### src/rtl/clk_meter_pkg.sv
// Shared types and defaults for the clock period meter.
// Holds the measurement state enum and the default counter width / timeout.
package clk_meter_pkg;

    localparam int DEF_CNT_W   = 32;
    localparam int DEF_TIMEOUT = 1000000;

    typedef enum logic [1:0] {
        IDLE   = 2'd0,
        ARM    = 2'd1,
        LOCKED = 2'd2
    } meter_state_e;

    // True in the states where edges produce measurements.
    function automatic logic is_measuring(input meter_state_e st);
        return (st == ARM) || (st == LOCKED);
    endfunction

endpackage

### src/rtl/clk_period_meter_if.sv
// Signal bundle between the period meter and its consumer.
// slave  : the meter (samples sig_in, drives results).
// master : the consumer (drives sig_in, reads results).
interface clk_period_meter_if
    import clk_meter_pkg::*;
#(
    parameter int CNT_W = DEF_CNT_W
);
    logic             sig_in;
    logic             rise_pulse;
    logic             fall_pulse;
    logic [CNT_W-1:0] period;
    logic [CNT_W-1:0] high_time;
    logic             meas_valid;
    logic             locked;
    logic             timeout;

    modport master (
        output sig_in,
        input  rise_pulse, fall_pulse, period, high_time,
        input  meas_valid, locked, timeout
    );

    modport slave (
        input  sig_in,
        output rise_pulse, fall_pulse, period, high_time,
        output meas_valid, locked, timeout
    );
endinterface

### src/rtl/sync_edge_det.sv
// Synchronizer plus edge detector for an asynchronous level input.
// rise_next/fall_next flag the edge one cycle before the registered
// rise_pulse/fall_pulse strobes so a consumer can update its own registers
// in the same cycle the strobe becomes visible.
// Optional macro CLK_PERIOD_METER_GLITCH_FILTER_EN: a new level is accepted
// only after the synchronized input has held it for 2 consecutive cycles.
module sync_edge_det #(
    parameter int SYNC_STAGES = 2
) (
    input  logic clk,
    input  logic rst_n,
    input  logic async_in,
    output logic rise_next,
    output logic fall_next,
    output logic rise_pulse,
    output logic fall_pulse
);

    logic [SYNC_STAGES-1:0] sync_r;
    logic                   sync_last_s;
    logic                   rise_det_s;
    logic                   fall_det_s;
    logic                   rise_pulse_r;
    logic                   fall_pulse_r;

    // Metastability synchronizer chain.
    always_ff @(posedge clk or negedge rst_n) begin
        if (!rst_n) begin
            sync_r <= {SYNC_STAGES{1'b0}};
        end else begin
            sync_r <= {sync_r[SYNC_STAGES-2:0], async_in};
        end
    end

    assign sync_last_s = sync_r[SYNC_STAGES-1];

`ifdef CLK_PERIOD_METER_GLITCH_FILTER_EN
    logic qual_r;
    logic level_r;

    // qual_r is the previous synchronized sample; level_r is the accepted level,
    // which also acts as the delay flop for edge detection.
    always_ff @(posedge clk or negedge rst_n) begin
        if (!rst_n) begin
            qual_r  <= 1'b0;
            level_r <= 1'b0;
        end else begin
            qual_r <= sync_last_s;
            if (sync_last_s == qual_r) begin
                level_r <= qual_r;
            end else begin
                level_r <= level_r;
            end
        end
    end

    // An edge is accepted when two equal samples differ from the accepted level.
    always_comb begin
        rise_det_s = 1'b0;
        fall_det_s = 1'b0;
        if (sync_last_s == qual_r) begin
            rise_det_s = sync_last_s & ~level_r;
            fall_det_s = ~sync_last_s & level_r;
        end else begin
            rise_det_s = 1'b0;
            fall_det_s = 1'b0;
        end
    end
`else
    logic dly_r;

    // Delay flop holding the previous synchronized level.
    always_ff @(posedge clk or negedge rst_n) begin
        if (!rst_n) begin
            dly_r <= 1'b0;
        end else begin
            dly_r <= sync_last_s;
        end
    end

    // Every synchronized transition is an edge.
    always_comb begin
        rise_det_s = sync_last_s & ~dly_r;
        fall_det_s = ~sync_last_s & dly_r;
    end
`endif

    // Registered single-cycle strobes.
    always_ff @(posedge clk or negedge rst_n) begin
        if (!rst_n) begin
            rise_pulse_r <= 1'b0;
            fall_pulse_r <= 1'b0;
        end else begin
            rise_pulse_r <= rise_det_s;
            fall_pulse_r <= fall_det_s;
        end
    end

    assign rise_next  = rise_det_s;
    assign fall_next  = fall_det_s;
    assign rise_pulse = rise_pulse_r;
    assign fall_pulse = fall_pulse_r;

endmodule

### src/rtl/clk_period_meter.sv
// Measures period and high time of a slow asynchronous signal in clk cycles.
// Lock is gained on the second rise after idle and dropped when no rise is
// seen for TIMEOUT cycles. A rise landing on the timeout cycle keeps lock.
// Optional macro CLK_PERIOD_METER_GLITCH_FILTER_EN enables the 2-cycle
// input filter inside sync_edge_det.
module clk_period_meter
    import clk_meter_pkg::*;
#(
    parameter int SYNC_STAGES = 2,
    parameter int CNT_W       = DEF_CNT_W,
    parameter int TIMEOUT     = DEF_TIMEOUT
) (
    input  logic                clk,
    input  logic                rst_n,
    clk_period_meter_if.slave   mif
);

    localparam logic [CNT_W-1:0] CNT_ZERO = {CNT_W{1'b0}};
    localparam logic [CNT_W-1:0] CNT_ONE  = CNT_W'(1);
    localparam logic [CNT_W-1:0] CNT_MAX  = {CNT_W{1'b1}};
    // The count reaches TIMEOUT on the edge where it moves on from TIMEOUT-1.
    localparam logic [CNT_W-1:0] CNT_PRE_TIMEOUT = CNT_W'(TIMEOUT - 1);

    logic             rise_s;
    logic             fall_s;
    logic             rise_pulse_s;
    logic             fall_pulse_s;
    logic             measuring_s;
    logic             timeout_hit_s;
    logic [CNT_W-1:0] cnt_r;
    logic [CNT_W-1:0] cnt_inc_s;
    meter_state_e     state_r;
    meter_state_e     state_nxt_s;
    logic             meas_valid_r;
    logic             meas_valid_nxt_s;
    logic             locked_r;
    logic             locked_nxt_s;
    logic             timeout_r;
    logic             timeout_nxt_s;
    logic [CNT_W-1:0] period_r;
    logic [CNT_W-1:0] period_nxt_s;
    logic [CNT_W-1:0] high_time_r;
    logic [CNT_W-1:0] high_time_nxt_s;

    sync_edge_det #(
        .SYNC_STAGES (SYNC_STAGES)
    ) u_sync_edge_det (
        .clk        (clk),
        .rst_n      (rst_n),
        .async_in   (mif.sig_in),
        .rise_next  (rise_s),
        .fall_next  (fall_s),
        .rise_pulse (rise_pulse_s),
        .fall_pulse (fall_pulse_s)
    );

    // Saturating increment and timeout detection derived from the counter.
    always_comb begin
        if (cnt_r == CNT_MAX) begin
            cnt_inc_s = cnt_r;
        end else begin
            cnt_inc_s = cnt_r + CNT_ONE;
        end
        timeout_hit_s = (cnt_r == CNT_PRE_TIMEOUT);
        measuring_s   = is_measuring(state_r);
    end

    // Cycle counter: restarts on each rise, otherwise counts up and saturates.
    always_ff @(posedge clk or negedge rst_n) begin
        if (!rst_n) begin
            cnt_r <= CNT_ZERO;
        end else if (rise_s) begin
            cnt_r <= CNT_ZERO;
        end else begin
            cnt_r <= cnt_inc_s;
        end
    end

    // FSM state register.
    always_ff @(posedge clk or negedge rst_n) begin
        if (!rst_n) begin
            state_r <= IDLE;
        end else begin
            state_r <= state_nxt_s;
        end
    end

    // FSM next-state logic; a rise always takes priority over a timeout.
    always_comb begin
        state_nxt_s = state_r;
        case (state_r)
            IDLE: begin
                if (rise_s) begin
                    state_nxt_s = ARM;
                end else begin
                    state_nxt_s = IDLE;
                end
            end
            ARM: begin
                if (rise_s) begin
                    state_nxt_s = LOCKED;
                end else if (timeout_hit_s) begin
                    state_nxt_s = IDLE;
                end else begin
                    state_nxt_s = ARM;
                end
            end
            LOCKED: begin
                if (rise_s) begin
                    state_nxt_s = LOCKED;
                end else if (timeout_hit_s) begin
                    state_nxt_s = IDLE;
                end else begin
                    state_nxt_s = LOCKED;
                end
            end
            default: begin
                state_nxt_s = IDLE;
            end
        endcase
    end

    // FSM output logic: next values of the registered measurement outputs.
    always_comb begin
        meas_valid_nxt_s = 1'b0;
        timeout_nxt_s    = 1'b0;
        period_nxt_s     = period_r;
        high_time_nxt_s  = high_time_r;
        locked_nxt_s     = (state_nxt_s == LOCKED);
        if (rise_s && measuring_s) begin
            meas_valid_nxt_s = 1'b1;
            period_nxt_s     = cnt_inc_s;
        end else begin
            meas_valid_nxt_s = 1'b0;
            period_nxt_s     = period_r;
        end
        if (fall_s && measuring_s) begin
            high_time_nxt_s = cnt_inc_s;
        end else begin
            high_time_nxt_s = high_time_r;
        end
        if ((state_r == LOCKED) && !rise_s && timeout_hit_s) begin
            timeout_nxt_s = 1'b1;
        end else begin
            timeout_nxt_s = 1'b0;
        end
    end

    // Output registers; measurements survive a timeout and clear only on reset.
    always_ff @(posedge clk or negedge rst_n) begin
        if (!rst_n) begin
            meas_valid_r <= 1'b0;
            locked_r     <= 1'b0;
            timeout_r    <= 1'b0;
            period_r     <= CNT_ZERO;
            high_time_r  <= CNT_ZERO;
        end else begin
            meas_valid_r <= meas_valid_nxt_s;
            locked_r     <= locked_nxt_s;
            timeout_r    <= timeout_nxt_s;
            period_r     <= period_nxt_s;
            high_time_r  <= high_time_nxt_s;
        end
    end

    assign mif.rise_pulse = rise_pulse_s;
    assign mif.fall_pulse = fall_pulse_s;
    assign mif.meas_valid = meas_valid_r;
    assign mif.locked     = locked_r;
    assign mif.timeout    = timeout_r;
    assign mif.period     = period_r;
    assign mif.high_time  = high_time_r;

endmodule

### src/flat_wrapper.sv
// flat-port wrapper written by rule: the top's interface ports become plain ports
module clk_period_meter_flat import clk_meter_pkg::*;
#(
    parameter int SYNC_STAGES = 2,
    parameter int CNT_W       = DEF_CNT_W,
    parameter int TIMEOUT     = DEF_TIMEOUT
)
  (clk, rst_n, mif_sig_in, mif_rise_pulse, mif_fall_pulse, mif_period, mif_high_time, mif_meas_valid, mif_locked, mif_timeout);
  clk_period_meter_if #(.CNT_W(CNT_W)) mif_i ();
  input  logic clk;
  input  logic rst_n;
  input wire logic [$bits(mif_i.sig_in)-1:0] mif_sig_in;
  output wire logic [$bits(mif_i.rise_pulse)-1:0] mif_rise_pulse;
  output wire logic [$bits(mif_i.fall_pulse)-1:0] mif_fall_pulse;
  output wire logic [$bits(mif_i.period)-1:0] mif_period;
  output wire logic [$bits(mif_i.high_time)-1:0] mif_high_time;
  output wire logic [$bits(mif_i.meas_valid)-1:0] mif_meas_valid;
  output wire logic [$bits(mif_i.locked)-1:0] mif_locked;
  output wire logic [$bits(mif_i.timeout)-1:0] mif_timeout;
  assign mif_i.sig_in = mif_sig_in;
  assign mif_rise_pulse = mif_i.rise_pulse;
  assign mif_fall_pulse = mif_i.fall_pulse;
  assign mif_period = mif_i.period;
  assign mif_high_time = mif_i.high_time;
  assign mif_meas_valid = mif_i.meas_valid;
  assign mif_locked = mif_i.locked;
  assign mif_timeout = mif_i.timeout;
  clk_period_meter #(.SYNC_STAGES(SYNC_STAGES), .CNT_W(CNT_W), .TIMEOUT(TIMEOUT)) u_core (.clk(clk), .rst_n(rst_n), .mif(mif_i));
endmodule
### config.mk
export PLATFORM = sky130hd
export DESIGN_NAME = clk_period_meter_flat
export DESIGN_NICKNAME = d
export VERILOG_FILES = /design/src/rtl/clk_meter_pkg.sv /design/src/rtl/clk_period_meter_if.sv /design/src/rtl/sync_edge_det.sv /design/src/rtl/clk_period_meter.sv /design/src/flat_wrapper.sv
export SDC_FILE = /design/constraint.sdc
export NUM_CORES = 1
export LEC_CHECK = 0
export BUFFER_PORTS_ARGS = -buffer_cell sky130_fd_sc_hd__buf_2
export CAP_MARGIN = 40
export CORE_MARGIN = 3
export CORE_UTILIZATION = 56
export DETAILED_ROUTE_END_ITERATION = 8
export PLACE_DENSITY_LB_ADDON = 0.2
export SLEW_MARGIN = 5
export SYNTH_ARGS = -nofsm -noshare
export SYNTH_HDL_FRONTEND = slang
export SYNTH_SLANG_ARGS = --single-unit
### constraint.sdc
create_clock -name clk -period 2.2 [get_ports clk]
set_input_delay 0.66 -clock clk [delete_from_list [all_inputs] [get_ports clk]]
set_output_delay 0.66 -clock clk [all_outputs]
set_load 0.01 [all_outputs]
# Yosys cells after proc, flatten, opt, wreduce, memory -nomap -nowiden
# Index checks and enable logic that the tools add are counted.
# word_totals
in_bits,3
output_inout_bits,69
ff_bits,106
wordCells,38
# classes
eq_ne,5
mux,10
n_addsub,1
bitwise,4
n_reduce_logical,7
# op_table
op,count
2-to-1 mux 32 bit,2
adder 32 x 1 -> 32 bit (second input constant),1
== test 32 x 20 -> 1 bit (second input constant),1
== test 32 bit (second input constant),1
2-to-1 mux 2 bit,3
one-hot mux 2 bit (3 select lines),1
== test 2 bit (second input constant),2
logical AND 1 bit,4
2-to-1 mux 1 bit,4
bitwise AND 1 bit,2
== test 2 x 1 -> 1 bit (second input constant),1
logical NOT 2 bit,1
inverter 1 bit,2
logical NOT 1 bit,1
logical OR 1 bit,1

# Longest topological paths before layout
# Gate-level depths: netlist of the first run.
# depth
word_depth,6
mapped_depth,7
mapped_depth_nobuf,6

# Hierarchy
# From an unflattened synthesis of the first run, not the netlist that was laid out.
# hier_totals
hier_cells,443
hier_area_um2,4516.8
# by_module_without_submodules
mod,instances,area_per_inst_um2,cells_each,seq_area_each_um2
clk_period_meter,1,4376.7,436,2527.4
sync_edge_det,1,140.1,7,125.1

# Worst setup path after synthesis of the first run
# Ideal clock, no wire load.
# synth_path
path_kind,reg2reg
startpoint,register u_core.cnt_r[0]
endpoint,register u_core.period_r[1] (netlist: u_core.mif.period[1])
t_arrival_ps,1811
period_less_slack_ps,1943
setup_slack_ps,257
setup_ps,132
stages_incl_launch_ff,8
t_required_ps,2068
path_buffers,1
path_cell_list,dfrtp_1 ha_1 nand3_2 or3_1 buf_6 nor3_4 mux2i_1 o21ai_0
# synth_via
elab_chain_cells,2
word_cells_on_any_way,3
cone_classes,1 x add/sub; 1 x eq/ne; 1 x mux
# synth_rtl
element,line_no,rtl
start: declaration,clk_period_meter.sv:30,logic [CNT_W-1:0] cnt_r;
start signal: assignment,clk_period_meter.sv:75,cnt_r <= cnt_inc_s;
adder 32 x 1 -> 32 bit or == test 32 bit (tied branches),"clk_period_meter.sv:62, clk_period_meter.sv:59",
2-to-1 mux 32 bit (*),clk_period_meter.sv:59,if (cnt_r == CNT_MAX) begin
end signal: assignment,clk_period_meter.sv:161,period_r <= period_nxt_s;
end: declaration,clk_period_meter.sv:40,logic [CNT_W-1:0] period_r;
# Every way passes the cells marked *; elsewhere a longest branch is shown, timed or not.
# A chain may end at the register's enable or synchronous reset.

# Final worst setup path of the first run
# layout_path
startpoint,register u_core.cnt_r[1]
endpoint,register u_core.high_time_r[28] (netlist: u_core.mif.high_time[28])
# layout_via
elab_chain_cells,2
word_cells_on_any_way,3
cone_classes,1 x add/sub; 1 x eq/ne; 1 x mux
# layout_rtl
element,line_no,rtl
adder 32 x 1 -> 32 bit or == test 32 bit (tied branches),"clk_period_meter.sv:62, clk_period_meter.sv:59",
2-to-1 mux 32 bit (*),clk_period_meter.sv:59,
end signal: assignment,clk_period_meter.sv:162,high_time_r <= high_time_nxt_s;
end: declaration,clk_period_meter.sv:42,logic [CNT_W-1:0] high_time_r;
# Marks and branches as above.

==> parameters.txt, run 1 <==
Parameter                              Value

Outcome
  Status ... finished clean

STA
  Worst-case clock skew ... 14.0 ps
  Fmax ... 480 MHz
  Post-layout min period ... 2080 ps
  # setup viols final ... 0
  Worst-margin pin slew ... 542 ps
  Total count of max-transition violations in the final report ... 0
  Smallest setup slack after layout ... 119 ps
  Hold Vio Cnt, Final ... 0
  Final worst-path cycle share ... 0.946
  Sum of negative setup slack ... 0 ps
  Remaining max-slew budget at the tightest pin ... 0.639

Worst setup path
  FF-to-FF setup slack ... 120 ps
  Number of buffer and inverter stages on the critical path ... 1
  Cells traversed along the worst timing path ... ha_2 -> nand3_2 -> or3_4 -> buf_4 -> nor4_2 -> xnor2_1 -> o21ai_0
  Maximum fanout along the worst path ... 5
  Startpoint of the worst register-to-register path ... u_core.cnt_r[1]
  Max stage delay on crit path ... 440 ps
  Category of cells accounting for the largest share of critical-path delay ... simple AND/OR/NAND/NOR gates
  Crit Path Class ... flop to flop
  Kind of capture point of the worst setup path ... flop
  Critical Path RT ... 2430 ps
  Data arrival at the endpoint of the critical path ... 2310 ps
  Worst flop-to-flop path endpoint ... u_core.mif.high_time[28]
  Capture point of the worst path ... u_core.mif.high_time[28]
  Critical Path Start Type ... flop
  Reg2reg path depth ... 7
  CP max-delay cell ... or3_4
  Crit. Startpoint ... u_core.cnt_r[1]
  Logic depth of the worst setup path including buffers ... 7

Logic synthesis
  Yosys synthesis warning count ... 0
  Share of the synthesized area in the top cell type ... 0.579
  Net Count, Synth ... 455
  Predominant post-synthesis flop cell ... dfrtp_1
  Sequential fraction of the synthesis area ... 0.579
  Async set-reset flop share out of synthesis ... 1.00
  Synth Register Bits ... 106
  Count of flip-flops with a built-in enable after synthesis ... 0
  Top cells by area, synth ... dfrtp_1, o21ai_0, nand2_1
  Distinct cell type count of the synthesized netlist ... 50
  Synth area leader ... dfrtp_1
  Syn Area/Cell ... 10.2 sq um
  Post-Syn Area ... 0.00458 sq mm
  Cells after Synth ... 447

Global routing
  First-pass GRT wire length ... 18.5 mm
  Total global routing track utilization ... 0.263
  Pin count of the biggest net entering global routing ... 107
  Antenna violations before repair ... 0
  Final global-route overflow total ... 0
  Number of global-route vias before repair ... 3593

Pwr
  Part of the total power dissipated in sequential elements ... 0.546
  Power share of the combinational group ... 0.211
  Power spent charging and discharging nets ... 1.34 mW
  Cell internal power dissipation ... 2.93 mW
  Lkg Pwr ... 2.60 nW
  Worst supply voltage drop on vdd ... 358 uV
  Switching part of the total power ... 0.315
  Power density of the placed cells ... 787 mW/mm^2
  Fraction of power consumed by the clock network ... 0.242

Floorplan
  Die X ... 96.4 um
  Die Outline Area ... 0.00930 sq mm
  Core Region ... 0.00785 sq mm
  Starting density of the core ... 0.584
  I/O pins ... 72
  Height of the die ... 96.4 um
  FP Rows ... 32

Place
  Post-place setup slack ... 15.5 ps
  Placer's final routability congestion estimate ... 0.949
  Count of port buffers added during placement ... 71
  Dpl hpwl ... 7.77 mm

Finish
  Post-synthesis to final-layout area growth ... 18.5%
  Commonest cells after routing, fill and taps aside ... dfrtp_1, buf_2, nand2_1
  Number of nets in the final layout ... 546
  Final cell utilization of the core ... 0.692
  Leading cell type in the layout, fill and taps excluded ... dfrtp_1
  Fillcell total ... 603
  Fraction of final layout cells sized beyond drive strength 1 ... 0.260
  # diodes ... 0

Detailed routing
  Pre-antenna DRT Iters ... 5
  Average wire length per cell after detail routing ... 17.3 um
  Number of violations reported at the end of detailed-routing iteration 0 ... 232
  Drc violations ... 0
  Per-cell via count in the routed design ... 5.80
  Antenna-violating nets left ... 0
  Vias after detailed routing ... 3734
  DRT Wirelength ... 11.2 mm

Clocking
  Number of buffers on the longest clock path ... 2
  TritonCTS clock tree ... yes
  Number of buffers inserted for hold repair after clock tree synthesis ... 0
  Register clock-pin slew on the reported worst setup and hold paths ... 100 ps
  H-tree depth reported by CTS ... 3
  CTS Root Buffer Type ... clkbuf_8
  Number of sinks on the clock net ... 106
  Clk Latency, worst-skew pair ... 360 ps
  Total CTS buffers ... 9

Flow run
  Max-cap violations ... 0

Min path
  Type of the worst min-delay path ... primary input to async pin
==> how the worst min path moves through the flow <==
stage | startpoint | to | slack, ps | depth (start not counted)
floorplan | u_core.u_sync_edge_det.sync_r[0] | u_core.u_sync_edge_det.sync_r[1] | 330 | 0
global placement | u_core.u_sync_edge_det.sync_r[0] | u_core.u_sync_edge_det.sync_r[1] | 330 | 0
detailed placement | u_core.u_sync_edge_det.sync_r[0] | u_core.u_sync_edge_det.sync_r[1] | 350 | 0
CTS | u_core.u_sync_edge_det.sync_r[0] | u_core.u_sync_edge_det.sync_r[1] | 370 | 0
global route | rst_n | u_core.mif.high_time[4] | 370 | 2
finish | rst_n | u_core.mif.period[4] | 360 | 2
==> routing by layer <==
| layer | vias up | wire length [um] | track usage |
|---|---|---|---|
| met3 | 25 | 514 | 0.0449 |
| li1 | 1762 | - | - |
| met5 | - | 0 | 0 |
| met1 | 1840 | 5180 | 0.365 |
| met4 | 0 | 251 | 0.0900 |
| met2 | 107 | 5200 | 0.420 |
==> logic make-up after synthesis <==
kind of cell,Yosys count,synth area share
DFF,106,0.579
muxes,5,0.0109
xor gates and xnor gates,16,0.0306
AOI/OAI and AO/OA,103,0.132
buffers and inverters,25,0.0224
and+or+nand+nor,187,0.211
adders and majority gates,5,0.0137
==> sequential cells by signal, indices dropped and copies added, names as in the netlist <==
signal / cells
u_core.u_sync_edge_det.sync_r: 2
u_core.mif.high_time: 32
u_core.mif.meas_valid: 1
u_core.state_r: 2
u_core.cnt_r: 32
u_core.mif.period: 32
u_core.mif.timeout: 1
u_core.mif.locked: 1
u_core.u_sync_edge_det.rise_pulse: 1
u_core.u_sync_edge_det.fall_pulse: 1
u_core.u_sync_edge_det.dly_r: 1
==> metrics by stage <==
step	total power, mW	hold WS (ps)	area, sq um	instances
finish	4.27	355	5430	644
CTS	4.31	374	5370	643
global route	4.55	373	5430	644
floorplan	2.90	331	4580	447
detailed placement	3.29	351	5200	628
global placement	3.23	334	5200	628
==> synthesized netlist by cell type (4+ instances only) <==
cell / n
o21ai_0: 58
nor3_1: 7
and3_1: 7
ha_1: 5
or2_2: 4
a21oi_1: 9
mux2i_1: 5
dfrtp_1: 106
nor2_1: 45
nand3_1: 11
nand2_1: 64
nor4_1: 6
inv_1: 4
or3_1: 8
xnor2_1: 13
o21ai_1: 5
nand4_1: 9
a31oi_1: 15
and4_1: 4
clkbuf_1: 18
==> repair_timing <==
| action | 4_1_cts | 5_1_grt |
|---|---|---|
| buffers inserted | 0 | 1 |
| setup endpoints to repair | 2 | 29 |
| pin swaps | 0 | 4 |
| gates resized for setup | 2 | 13 |
==> power groups by stage <==
stage	sequential [mW]	combinational [mW]	clock [mW]
6_report	2.33	0.903	1.03
5_1_grt	2.36	1.05	1.14
4_1_cts	2.33	0.914	1.06
3_5_place_dp	2.37	0.914	0
3_3_place_gp	2.36	0.876	0
2_1_floorplan	2.46	0.441	0
==> area by class of cell <==
cell class	count	area [sq um]	area share
Tap cell	102	128	0.0235
Inverter	5	18.8	0.00346
Sequential cell	106	2650	0.489
Clock buffer	11	131	0.0242
Multi-Input combinational cell	316	1880	0.346
Timing Repair Buffer	100	588	0.108
Clock inverter	4	30.0	0.00553
Power figures use the tool's default switching activity.
==> run 2: changes to the inputs <==
Settings changed: PLACE_DENSITY from default to 0.79, PLACE_DENSITY_LB_ADDON 0.2 to default.
==> run 2 against run 1 <==
Against the previous run:
- total power is 5.5% higher
- clock skew is 3.4 ps higher
- first-iteration DRC count is 7.8% higher
- hold slack worse by 200 ps
- clock-buffer cell count is 1 lower
- die area stayed put
- combinational power is 2.3% higher
- final area is 0.28% higher
- critical path depth stayed put
- maximum frequency is 0.15% lower
- setup slack worse by 3.1 ps
- critical path type unchanged
- largest power group unchanged
==> parameters.txt, run 2 (synthesis results as in run 1) <==
Parameter                              Value

Outcome
  Status ... finished clean (unchanged)

Finish
  Number of nets in the final layout ... 547 (was 546)
  Leading cell type in the layout, fill and taps excluded ... dfrtp_1 (unchanged)
  Fraction of final layout cells sized beyond drive strength 1 ... 0.257 (was 0.260)
  Commonest cells after routing, fill and taps aside ... dfrtp_1, buf_2, nand2_1 (unchanged)
  Design Area, Final ... 0.00544 sq mm (was 0.00543 sq mm)
  # diodes ... 0 (unchanged)
  Post-synthesis to final-layout area growth ... 18.8% (was 18.5%)
  Final cell utilization of the core ... 0.694 (was 0.692)
  Fillcell total ... 599 (was 603)

Clocking
  CTS Root Buffer Type ... clkbuf_8 (unchanged)
  Clk Latency, worst-skew pair ... 360 ps (about the same)
  Number of buffers on the longest clock path ... 2 (unchanged)
  Register clock-pin slew on the reported worst setup and hold paths ... 100 ps (about the same)
  TritonCTS clock tree ... yes (unchanged)
  H-tree depth reported by CTS ... 3 (unchanged)
  Number of sinks on the clock net ... 106 (unchanged)
  Total CTS buffers ... 9 (unchanged)

Pwr
  Power density of the placed cells ... 828 mW/mm^2 (was 787 mW/mm^2)
  Worst supply voltage drop on vdd ... 380 uV (was 358 uV)
  Lkg Pwr ... 2.65 nW (was 2.60 nW)
  Total design power ... 4.51 mW (was 4.27 mW)

Place
  Count of port buffers added during placement ... 71 (unchanged)
  Placed Instance Area ... 0.00520 sq mm (unchanged)
  Dpl hpwl ... 8.64 mm (was 7.77 mm)
  Placer's final routability congestion estimate ... 0.934 (was 0.949)

Worst setup path
  Data arrival at the endpoint of the critical path ... 2320 ps (was 2310 ps)
  Critical Path Start Type ... flop (unchanged)
  Kind of capture point of the worst setup path ... flop (unchanged)
  Critical Path RT ... 2430 ps (about the same)
  Crit Path Class ... flop to flop (unchanged)
  Maximum fanout along the worst path ... 5 (unchanged)
  Startpoint of the worst register-to-register path ... u_core.cnt_r[1] (unchanged)
  Crit. Startpoint ... u_core.cnt_r[1] (unchanged)

Detailed routing
  Vias after detailed routing ... 3691 (was 3734)
  Per-cell via count in the routed design ... 5.71 (was 5.80)
  Pre-antenna DRT Iters ... 5 (unchanged)
  Drc violations ... 0 (unchanged)
  Average wire length per cell after detail routing ... 17.7 um (was 17.3 um)
  Number of violations reported at the end of detailed-routing iteration 0 ... 250 (was 232)
  DRT Wirelength ... 11.4 mm (was 11.2 mm)
  Antenna-violating nets left ... 0 (unchanged)

Floorplan
  Die Outline Area ... 0.00930 sq mm (unchanged)
  Starting density of the core ... 0.584 (unchanged)
  Die X ... 96.4 um (unchanged)
  Height of the die ... 96.4 um (unchanged)
  FP Rows ... 32 (unchanged)
  I/O pins ... 72 (unchanged)
  Core Region ... 0.00785 sq mm (unchanged)

STA
  Worst-case clock skew ... 17.4 ps (was 14.0 ps)
  Hold Vio Cnt, Final ... 0 (unchanged)
  Worst-margin pin slew ... 532 ps (was 542 ps)
  Worst-case hold slack ... 153 ps (was 355 ps)
  Final worst-path cycle share ... 0.947 (was 0.946)
  Total count of max-transition violations in the final report ... 0 (unchanged)
  Remaining max-slew budget at the tightest pin ... 0.642 (was 0.639)
  RSZ-0062 raised after global routing ... true
  # setup viols final ... 0 (unchanged)
  Post-layout min period ... 2080 ps (about the same)
  Fmax ... 480 MHz (about the same)

Global routing
  First-pass GRT wire length ... 18.4 mm (was 18.5 mm)
  Total global routing track utilization ... 0.261 (was 0.263)
  Final global-route overflow total ... 0 (unchanged)
  Number of global-route vias before repair ... 3598 (was 3593)
  Pin count of the biggest net entering global routing ... 54 (was 107)
  Antenna violations before repair ... 0 (unchanged)

Flow run
  Max-cap violations ... 0 (unchanged)

Min path
  Type of the worst min-delay path ... primary input to async pin (unchanged)
-- run 2: final timing paths --
path | end | slack, ps | depth (start not counted)
max reg2reg | u_core.mif.period[18] | 120 | 7
min | u_core.u_sync_edge_det.fall_pulse | 150 | 1
min in group clk | u_core.u_sync_edge_det.sync_r[1] | 360 | 0
max in group asynchronous | u_core.mif.high_time[10] | 1480 | 2
min reg2reg | u_core.u_sync_edge_det.sync_r[1] | 360 | 0
max | u_core.mif.period[18] | 120 | 7
-- run 2: cell type report --
class	instances	area [sq um]	share of cell area
clock buffer	10	138	0.0253
timing repair buffer	101	596	0.109
sequential	106	2650	0.487
inverter	5	18.8	0.00345
tap	102	128	0.0234
multi-input combinational	316	1840	0.338
clock inverter	6	70.1	0.0129
-- run 2: worst max-delay path: stages (launching register included) --
cell	delay, ps
dfrtp_1	370
ha_1	200
nand3_2	90
or3_4	440
buf_4	180
a2111oi_2	310
xnor2_1	220
o21ai_1	130
-- run 2: power by group --
part	internal [mW]	total [mW]	switching [mW]
Sequential	2.19	2.33	0.138
Combinational	0.351	0.924	0.573
Clock	0.573	1.25	0.681
Total	3.11	4.51	1.39
-- run 2: repair_timing --
| action | in CTS | in global routing |
|---|---|---|
| hold buffers | 0 | 0 |
| buffers inserted | 0 | 2 |
| endpoints found under the setup margin | 0 | 23 |
| gates resized for setup | 0 | 5 |
-- run 2: metal layers --
layer,global-route usage,wire (um)
met5,0,0
met4,0.0864,190
met3,0.0372,589
met2,0.431,5540
met1,0.355,5080
-- run 2: metrics by stage --
stage	instances	TNS (ps)	setup slack (ps)
floorplan	447	0	257
global placement	628	0	146
detailed placement	628	0	71.2
CTS	644	0	33.1
global route	646	-62.1	-25.5
finish	646	0	116
